**src/rtl/mac_ifmaps_multirow_fifo_pkg.sv**
```systemverilog
// Shared sizing helpers for the MAC-array input FIFOs.
// Both the ifmaps FIFO and the weights FIFO use these helpers.
package mac_ifmaps_multirow_fifo_pkg;

    function automatic int clog2(input int value);
        int result;
        result = 0;
        for (int i = 0; i < 31; i++) begin
            if ((32'sd1 <<< i) < value) begin
                result = i + 1;
            end
        end
        return result;
    endfunction

    // Pointers need at least one bit even when the depth would need none.
    function automatic int ptr_width(input int depth);
        return (clog2(depth) < 1) ? 1 : clog2(depth);
    endfunction

endpackage

```
**src/rtl/mac_fifo_ctrl.sv**
```systemverilog
// Pointer, occupancy, status and sticky-error bookkeeping for a single-clock FIFO.
// The weights FIFO reuses it; storage and read data live in the instantiating module.
module mac_fifo_ctrl
    import mac_ifmaps_multirow_fifo_pkg::*;
#(
    parameter int DEPTH       = 4,
    parameter int AFULL_LEVEL = DEPTH - 1,
    localparam int PW         = ptr_width(DEPTH),
    localparam int CW         = clog2(DEPTH) + 1
) (
    input  logic          clk,
    input  logic          rst_n,
    input  logic          in_valid,
    input  logic          fifo_read,
    input  logic          flush,
    output logic          write_en,
    output logic          read_en,
    output logic [PW-1:0] wr_ptr,
    output logic [PW-1:0] rd_ptr,
    output logic [CW-1:0] fifo_count,
    output logic          fifo_full,
    output logic          fifo_empty,
    output logic          almost_full,
    output logic          overflow_err,
    output logic          underflow_err
);

    logic [PW-1:0] wr_ptr_q, wr_ptr_d;
    logic [PW-1:0] rd_ptr_q, rd_ptr_d;
    logic [CW-1:0] count_q, count_d;
    logic          ovf_q, ovf_d;
    logic          unf_q, unf_d;
    logic          write_en_s, read_en_s;
    logic          empty_s, full_s;

    assign empty_s = (count_q == CW'(0));
    assign full_s  = (count_q == CW'(DEPTH));

    // Accept/pop qualification; a pop frees the slot a same-cycle write needs.
    always_comb begin
        write_en_s = 1'b0;
        read_en_s  = 1'b0;
        if (flush) begin
            write_en_s = 1'b0;
            read_en_s  = 1'b0;
        end else begin
            read_en_s  = fifo_read & ~empty_s;
            write_en_s = in_valid & (~full_s | read_en_s);
        end
    end

    // Next-state for pointers, count and error flags; flush overrides all.
    always_comb begin
        wr_ptr_d = wr_ptr_q;
        rd_ptr_d = rd_ptr_q;
        count_d  = count_q;
        ovf_d    = ovf_q;
        unf_d    = unf_q;
        if (flush) begin
            wr_ptr_d = PW'(0);
            rd_ptr_d = PW'(0);
            count_d  = CW'(0);
            ovf_d    = 1'b0;
            unf_d    = 1'b0;
        end else begin
            if (write_en_s) begin
                wr_ptr_d = wr_ptr_q + PW'(1);
            end else begin
                wr_ptr_d = wr_ptr_q;
            end
            if (read_en_s) begin
                rd_ptr_d = rd_ptr_q + PW'(1);
            end else begin
                rd_ptr_d = rd_ptr_q;
            end
            case ({write_en_s, read_en_s})
                2'b10:   count_d = count_q + CW'(1);
                2'b01:   count_d = count_q - CW'(1);
                default: count_d = count_q;
            endcase
            ovf_d = ovf_q | (in_valid & ~write_en_s);
            unf_d = unf_q | (fifo_read & empty_s);
        end
    end

    // Control state registers.
    always_ff @(posedge clk or negedge rst_n) begin
        if (!rst_n) begin
            wr_ptr_q <= PW'(0);
            rd_ptr_q <= PW'(0);
            count_q  <= CW'(0);
            ovf_q    <= 1'b0;
            unf_q    <= 1'b0;
        end else begin
            wr_ptr_q <= wr_ptr_d;
            rd_ptr_q <= rd_ptr_d;
            count_q  <= count_d;
            ovf_q    <= ovf_d;
            unf_q    <= unf_d;
        end
    end

    assign write_en      = write_en_s;
    assign read_en       = read_en_s;
    assign wr_ptr        = wr_ptr_q;
    assign rd_ptr        = rd_ptr_q;
    assign fifo_count    = count_q;
    assign fifo_full     = full_s;
    assign fifo_empty    = empty_s;
    assign almost_full   = (count_q >= CW'(AFULL_LEVEL));
    assign overflow_err  = ovf_q;
    assign underflow_err = unf_q;

endmodule

```
**src/rtl/mac_ifmaps_multirow_fifo.sv**
```systemverilog
// Multi-row ifmaps FIFO feeding the MAC array rows: NUM_ROWS lanes share one pointer set.
// Read data is either registered (1-cycle latency) or first-word-fall-through.
module mac_ifmaps_multirow_fifo
    import mac_ifmaps_multirow_fifo_pkg::*;
#(
    parameter int DATA_WIDTH  = 8,
    parameter int NUM_ROWS    = 5,
    parameter int DEPTH       = 4,
    parameter int AFULL_LEVEL = DEPTH - 1,
    parameter int FWFT        = 0,
    localparam int W          = NUM_ROWS * DATA_WIDTH,
    localparam int PW         = ptr_width(DEPTH),
    localparam int CW         = clog2(DEPTH) + 1
) (
    input  logic          clk,
    input  logic          rst_n,
    input  logic          in_valid,
    input  logic [W-1:0]  in_data,
    input  logic          fifo_read,
    input  logic          flush,
    output logic [W-1:0]  out_data,
    output logic          out_valid,
    output logic          fifo_full,
    output logic          fifo_empty,
    output logic          almost_full,
    output logic [CW-1:0] fifo_count,
    output logic          overflow_err,
    output logic          underflow_err
);

    logic          write_en_s, read_en_s, empty_s;
    logic [PW-1:0] wr_ptr_s, rd_ptr_s;
    logic [W-1:0]  mem_q [DEPTH];
    logic [W-1:0]  mem_d [DEPTH];

    mac_fifo_ctrl #(
        .DEPTH       (DEPTH),
        .AFULL_LEVEL (AFULL_LEVEL)
    ) u_ctrl (
        .clk           (clk),
        .rst_n         (rst_n),
        .in_valid      (in_valid),
        .fifo_read     (fifo_read),
        .flush         (flush),
        .write_en      (write_en_s),
        .read_en       (read_en_s),
        .wr_ptr        (wr_ptr_s),
        .rd_ptr        (rd_ptr_s),
        .fifo_count    (fifo_count),
        .fifo_full     (fifo_full),
        .fifo_empty    (empty_s),
        .almost_full   (almost_full),
        .overflow_err  (overflow_err),
        .underflow_err (underflow_err)
    );

    assign fifo_empty = empty_s;

    // Storage write: only the slot at the write pointer changes.
    always_comb begin
        for (int i = 0; i < DEPTH; i++) begin
            mem_d[i] = mem_q[i];
        end
        if (write_en_s) begin
            mem_d[wr_ptr_s] = in_data;
        end else begin
            mem_d[wr_ptr_s] = mem_q[wr_ptr_s];
        end
    end

    // Storage registers; reset clears so a fall-through head reads zero.
    always_ff @(posedge clk or negedge rst_n) begin
        if (!rst_n) begin
            for (int i = 0; i < DEPTH; i++) begin
                mem_q[i] <= {W{1'b0}};
            end
        end else begin
            for (int i = 0; i < DEPTH; i++) begin
                mem_q[i] <= mem_d[i];
            end
        end
    end

    if (FWFT != 0) begin : g_fwft
        assign out_data  = mem_q[rd_ptr_s];
        assign out_valid = ~empty_s;
    end else begin : g_reg
        logic [W-1:0] out_data_q, out_data_d;
        logic         out_valid_q, out_valid_d;

        // Popped word capture; out_valid pulses one cycle per pop and data holds otherwise.
        always_comb begin
            out_data_d  = out_data_q;
            out_valid_d = 1'b0;
            if (read_en_s) begin
                out_data_d  = mem_q[rd_ptr_s];
                out_valid_d = 1'b1;
            end else begin
                out_data_d  = out_data_q;
                out_valid_d = 1'b0;
            end
        end

        // Output register.
        always_ff @(posedge clk or negedge rst_n) begin
            if (!rst_n) begin
                out_data_q  <= {W{1'b0}};
                out_valid_q <= 1'b0;
            end else begin
                out_data_q  <= out_data_d;
                out_valid_q <= out_valid_d;
            end
        end

        assign out_data  = out_data_q;
        assign out_valid = out_valid_q;
    end

endmodule

```
**config.mk**
```make
export PLATFORM = sky130hd
export DESIGN_NAME = mac_ifmaps_multirow_fifo
export DESIGN_NICKNAME = d
export VERILOG_FILES = /design/src/rtl/mac_ifmaps_multirow_fifo_pkg.sv /design/src/rtl/mac_fifo_ctrl.sv /design/src/rtl/mac_ifmaps_multirow_fifo.sv
export SDC_FILE = /design/constraint.sdc
export NUM_CORES = 1
export LEC_CHECK = 0
export CAP_MARGIN = 10
export CORE_ASPECT_RATIO = 1.2
export CORE_MARGIN = 2
export CORE_UTILIZATION = 55
export DETAILED_ROUTE_END_ITERATION = 12
export PLACE_DENSITY_LB_ADDON = 0.1
export REMOVE_ABC_BUFFERS = 1
export SLEW_MARGIN = 20
export SYNTH_ARGS = -nofsm -noshare
export SYNTH_HDL_FRONTEND = slang
export SYNTH_SLANG_ARGS = --single-unit
```
**constraint.sdc**
```tcl
create_clock -name clk -period 4.3 [get_ports clk]
set_input_delay 0.645 -clock clk [delete_from_list [all_inputs] [get_ports clk]]
set_output_delay 0.645 -clock clk [all_outputs]
set_load 0.01 [all_outputs]
```
==> impl_metrics.toml <==
[run_status]
status = "finished, final reports clean"

[grt]
grt_use_total = 0.266
grt_pass1_vias = 7977
gr-total-overflow = 0
grt_max_degree = 121
antenna_found_initial = 0
grt_pass1_wl_um = 41900

[drt]
drtIter0Drc = 608
drc_errors = 0
final_antenna_net_count = 0
first_pass_iters = 5
viasPerCell = 6.53
num_vias = 7735
drt_wl_total_um = 26100
wl_per_cell_um = 22.0

[floorplanning]
die_x_um = 130
dieArea_mm2 = 0.0201
die_h_um = 155
num_rows = 55
initial_utilization = 0.558
io_pins = 94
core_area_mm2 = 0.0187

[setup_path]
worstSetupEndpointType = "flip-flop"
critPathLaunchType = "input port"
crit_type = "in -> reg"
cp_data_required_time_ns = 4.63
r2r-start = "u_ctrl.wr_ptr[0]$_DFFE_PN0P_"
rr_worst_depth = 4
path_cells = "clkdlybuf4s50_1 > nand2b_2 > o21ai_0 > a31oi_1"
cp_slowest_stage_delay_ns = 0.85
worstPathMaxFanout = 40
ff2ff_setup_slack_ns = 1.82
crit_slowest_cell = "nand2b_2"
crit_arrival_ns = 3.09
rr_endpoint = "mem_q[76]$_DFFE_PN0P_"

[logic_synthesis]
synthTopCellsByArea = "dfrtp_1 50%, mux4_2 17%, a31oi_1 9.6%"
synth.ff_latch_count = 210
yosysMostFrequentCell = "dfrtp_1"
syn_area_per_cell_um2 = 12.0
synth_ff_type = "dfrtp_1"
synth_top_area_frac = 0.503
synth_cell_types = 40
yosysWarnings = 0
syn_inst = 867
syn_area_mm2 = 0.0104
yosys.area.top_type = "dfrtp_1"
seq_area_frac_synth = 0.503
synth_edf_count = 0
ys_top_cells_by_count = "210 x dfrtp_1, 168 x nor2_1, 161 x a31oi_1"
synthArstFlopShare = 1.00

[clocking]
cts_resized = 0
cts_made_buffers = 23
clock_latency_ns = 0.51
cts_tree = "done"
cts.sinks = 210
cts.path.max_buffers = 3
clk_pin_slew_ns = 0.06
postCtsHoldBufs = 0
root_buffer = "clkbuf_16"
h-tree-depth = 1
postCtsSetupRepairBufs = 0

[finish]
drive_gt1_frac = 0.232
finalInstanceArea_mm2 = 0.0123
syn_to_final_growth_pct = 17.9
utilization = 0.658
instances_no_fill = 1184
fin_nets = 962
regArea_mm2 = 0.00527
fillers = 1403
multiInputGateArea_mm2 = 0.00485
antenna_cells = 0

[power_and_ir_drop]
p_comb_frac = 0.303
cellPowerDensity_mw_per_mm2 = 651
swShare = 0.306
p_sw_mw = 2.45
power.internal_mw = 5.56
ir_drop_mv = 0.323
p_leak_nw = 4.45
p_seq_frac = 0.434
pwr-share-clk = 0.263

[placement]
dp.cells = 1143
dpl-instance-area_mm2 = 0.0115
port_buffers = 93
place_congestion = 0.770
dp_hpwl_um = 14400
dp_slack_ns = 1.02

[run]
drv_cap = 0

[sta]
max_freq_mhz = 362
tightestPinTransition_ns = 1.05
fin_skew_ns = 0.00877
setup_slack_ns = 1.54
fin_setup_tns_ns = 0
fin_crit_ns = 2.76
rsz0062_at_grt = "no"
max_slew_margin = 0.303
setup_viol = 0
min_period_over_period = 0.642
slew_violations = 0
hold_viol = 0

[hold_path]
hold_path.class = "in -> async"
[critical path: cells and delay by family]
| family | cells | cell delay (ns) |
|---|---|---|
| AOI/OAI and AO/OA | 2 | 0.88 |
| and+or+nand+nor | 1 | 0.85 |
| buffers and inverters | 1 | 0.71 |
[logic make-up after synthesis]
family          count (synthesis)  share of synthesized area
simple gates                  223                      0.104
compound gates                217                      0.128
flops                         210                      0.503
mux                           120                      0.216
buf+inv                        88                     0.0393
fa+ha+maj                       5                    0.00671
xor+xnor                        4                    0.00336
[power groups by stage]
stage	clock [mW]	sequential, mW	combinational (mW)
4_1_cts	2.13	3.47	2.43
3_5_place_dp	0	3.50	2.42
2_1_floorplan	0	3.40	1.53
5_1_grt	2.21	3.60	2.65
3_3_place_gp	0	3.40	2.31
6_report	2.11	3.48	2.42
[through the flow]
stage               hold WS (ns)  power [mW]
global route               0.357        8.46
finish                     0.244        8.01
floorplan                  0.349        4.93
global placement           0.471        5.71
detailed placement         0.478        5.92
CTS                        0.328        8.03
[flip-flops by register name, indices dropped and copies added (netlist names)]
name,cells
mem_q,160
out_data,40
out_valid,1
u_ctrl.fifo_count,3
u_ctrl.overflow_err,1
u_ctrl.rd_ptr,2
u_ctrl.underflow_err,1
u_ctrl.wr_ptr,2
[cell type report]
cell class / count / share of cell area
repair buffers: 103 / 0.0841
well taps: 256 / 0.0260
flip-flops and latches: 210 / 0.428
inverters: 5 / 0.00152
clock buffers: 34 / 0.0574
multi-input cells: 569 / 0.394
clock inverters: 7 / 0.00925
[worst max path at each step]
| stage | startpoint | slack (ns) | cells after the start | endpoint |
|---|---|---|---|---|
| global route | flush | 1.37 | 4 | mem_q[18]$_DFFE_PN0P_ |
| CTS | flush | 1.53 | 4 | mem_q[125]$_DFFE_PN0P_ |
| floorplan | u_ctrl.wr_ptr[0]$_DFFE_PN0P_ | 0.58 | 2 | mem_q[0]$_DFFE_PN0P_ |
| detailed placement | flush | 1.02 | 4 | mem_q[27]$_DFFE_PN0P_ |
| finish | flush | 1.54 | 4 | mem_q[125]$_DFFE_PN0P_ |
| global placement | flush | 1.14 | 4 | mem_q[56]$_DFFE_PN0P_ |
[layout by cell type, fill, tap and decap left out, types with 2 or more instances in the layout]
master | synthesis | layout
bufinv_16 | 0 | 3
dfrtp_1 | 210 | 206
o21ai_0 | 28 | 28
a31oi_1 | 161 | 161
mux2_2 | 39 | 39
o2111ai_1 | 2 | 2
dfrtp_4 | 0 | 2
a21oi_1 | 5 | 5
buf_12 | 0 | 2
dfrtp_2 | 0 | 2
clkdlybuf4s50_1 | 0 | 92
o21ai_1 | 14 | 14
clkbuf_1 | 48 | 2
nand3_2 | 30 | 30
mux4_2 | 80 | 80
clkbuf_8 | 0 | 10
inv_1 | 5 | 5
nor2_1 | 168 | 167
clkbuf_16 | 0 | 23
ha_4 | 0 | 4
buf_4 | 5 | 8
clkinv_2 | 0 | 3
nand2_1 | 2 | 2
xor2_1 | 3 | 3
nand3_1 | 14 | 14
[routing by layer]
layer / vias up / track usage / share of wire
li1: 3370 / - / -
met3: 41 / 0.0337 / 0.069
met1: 4005 / 0.368 / 0.40
met2: 319 / 0.446 / 0.51
met5: - / 0 / 0
met4: 0 / 0.0758 / 0.016
(Power assumes the default switching activity.)
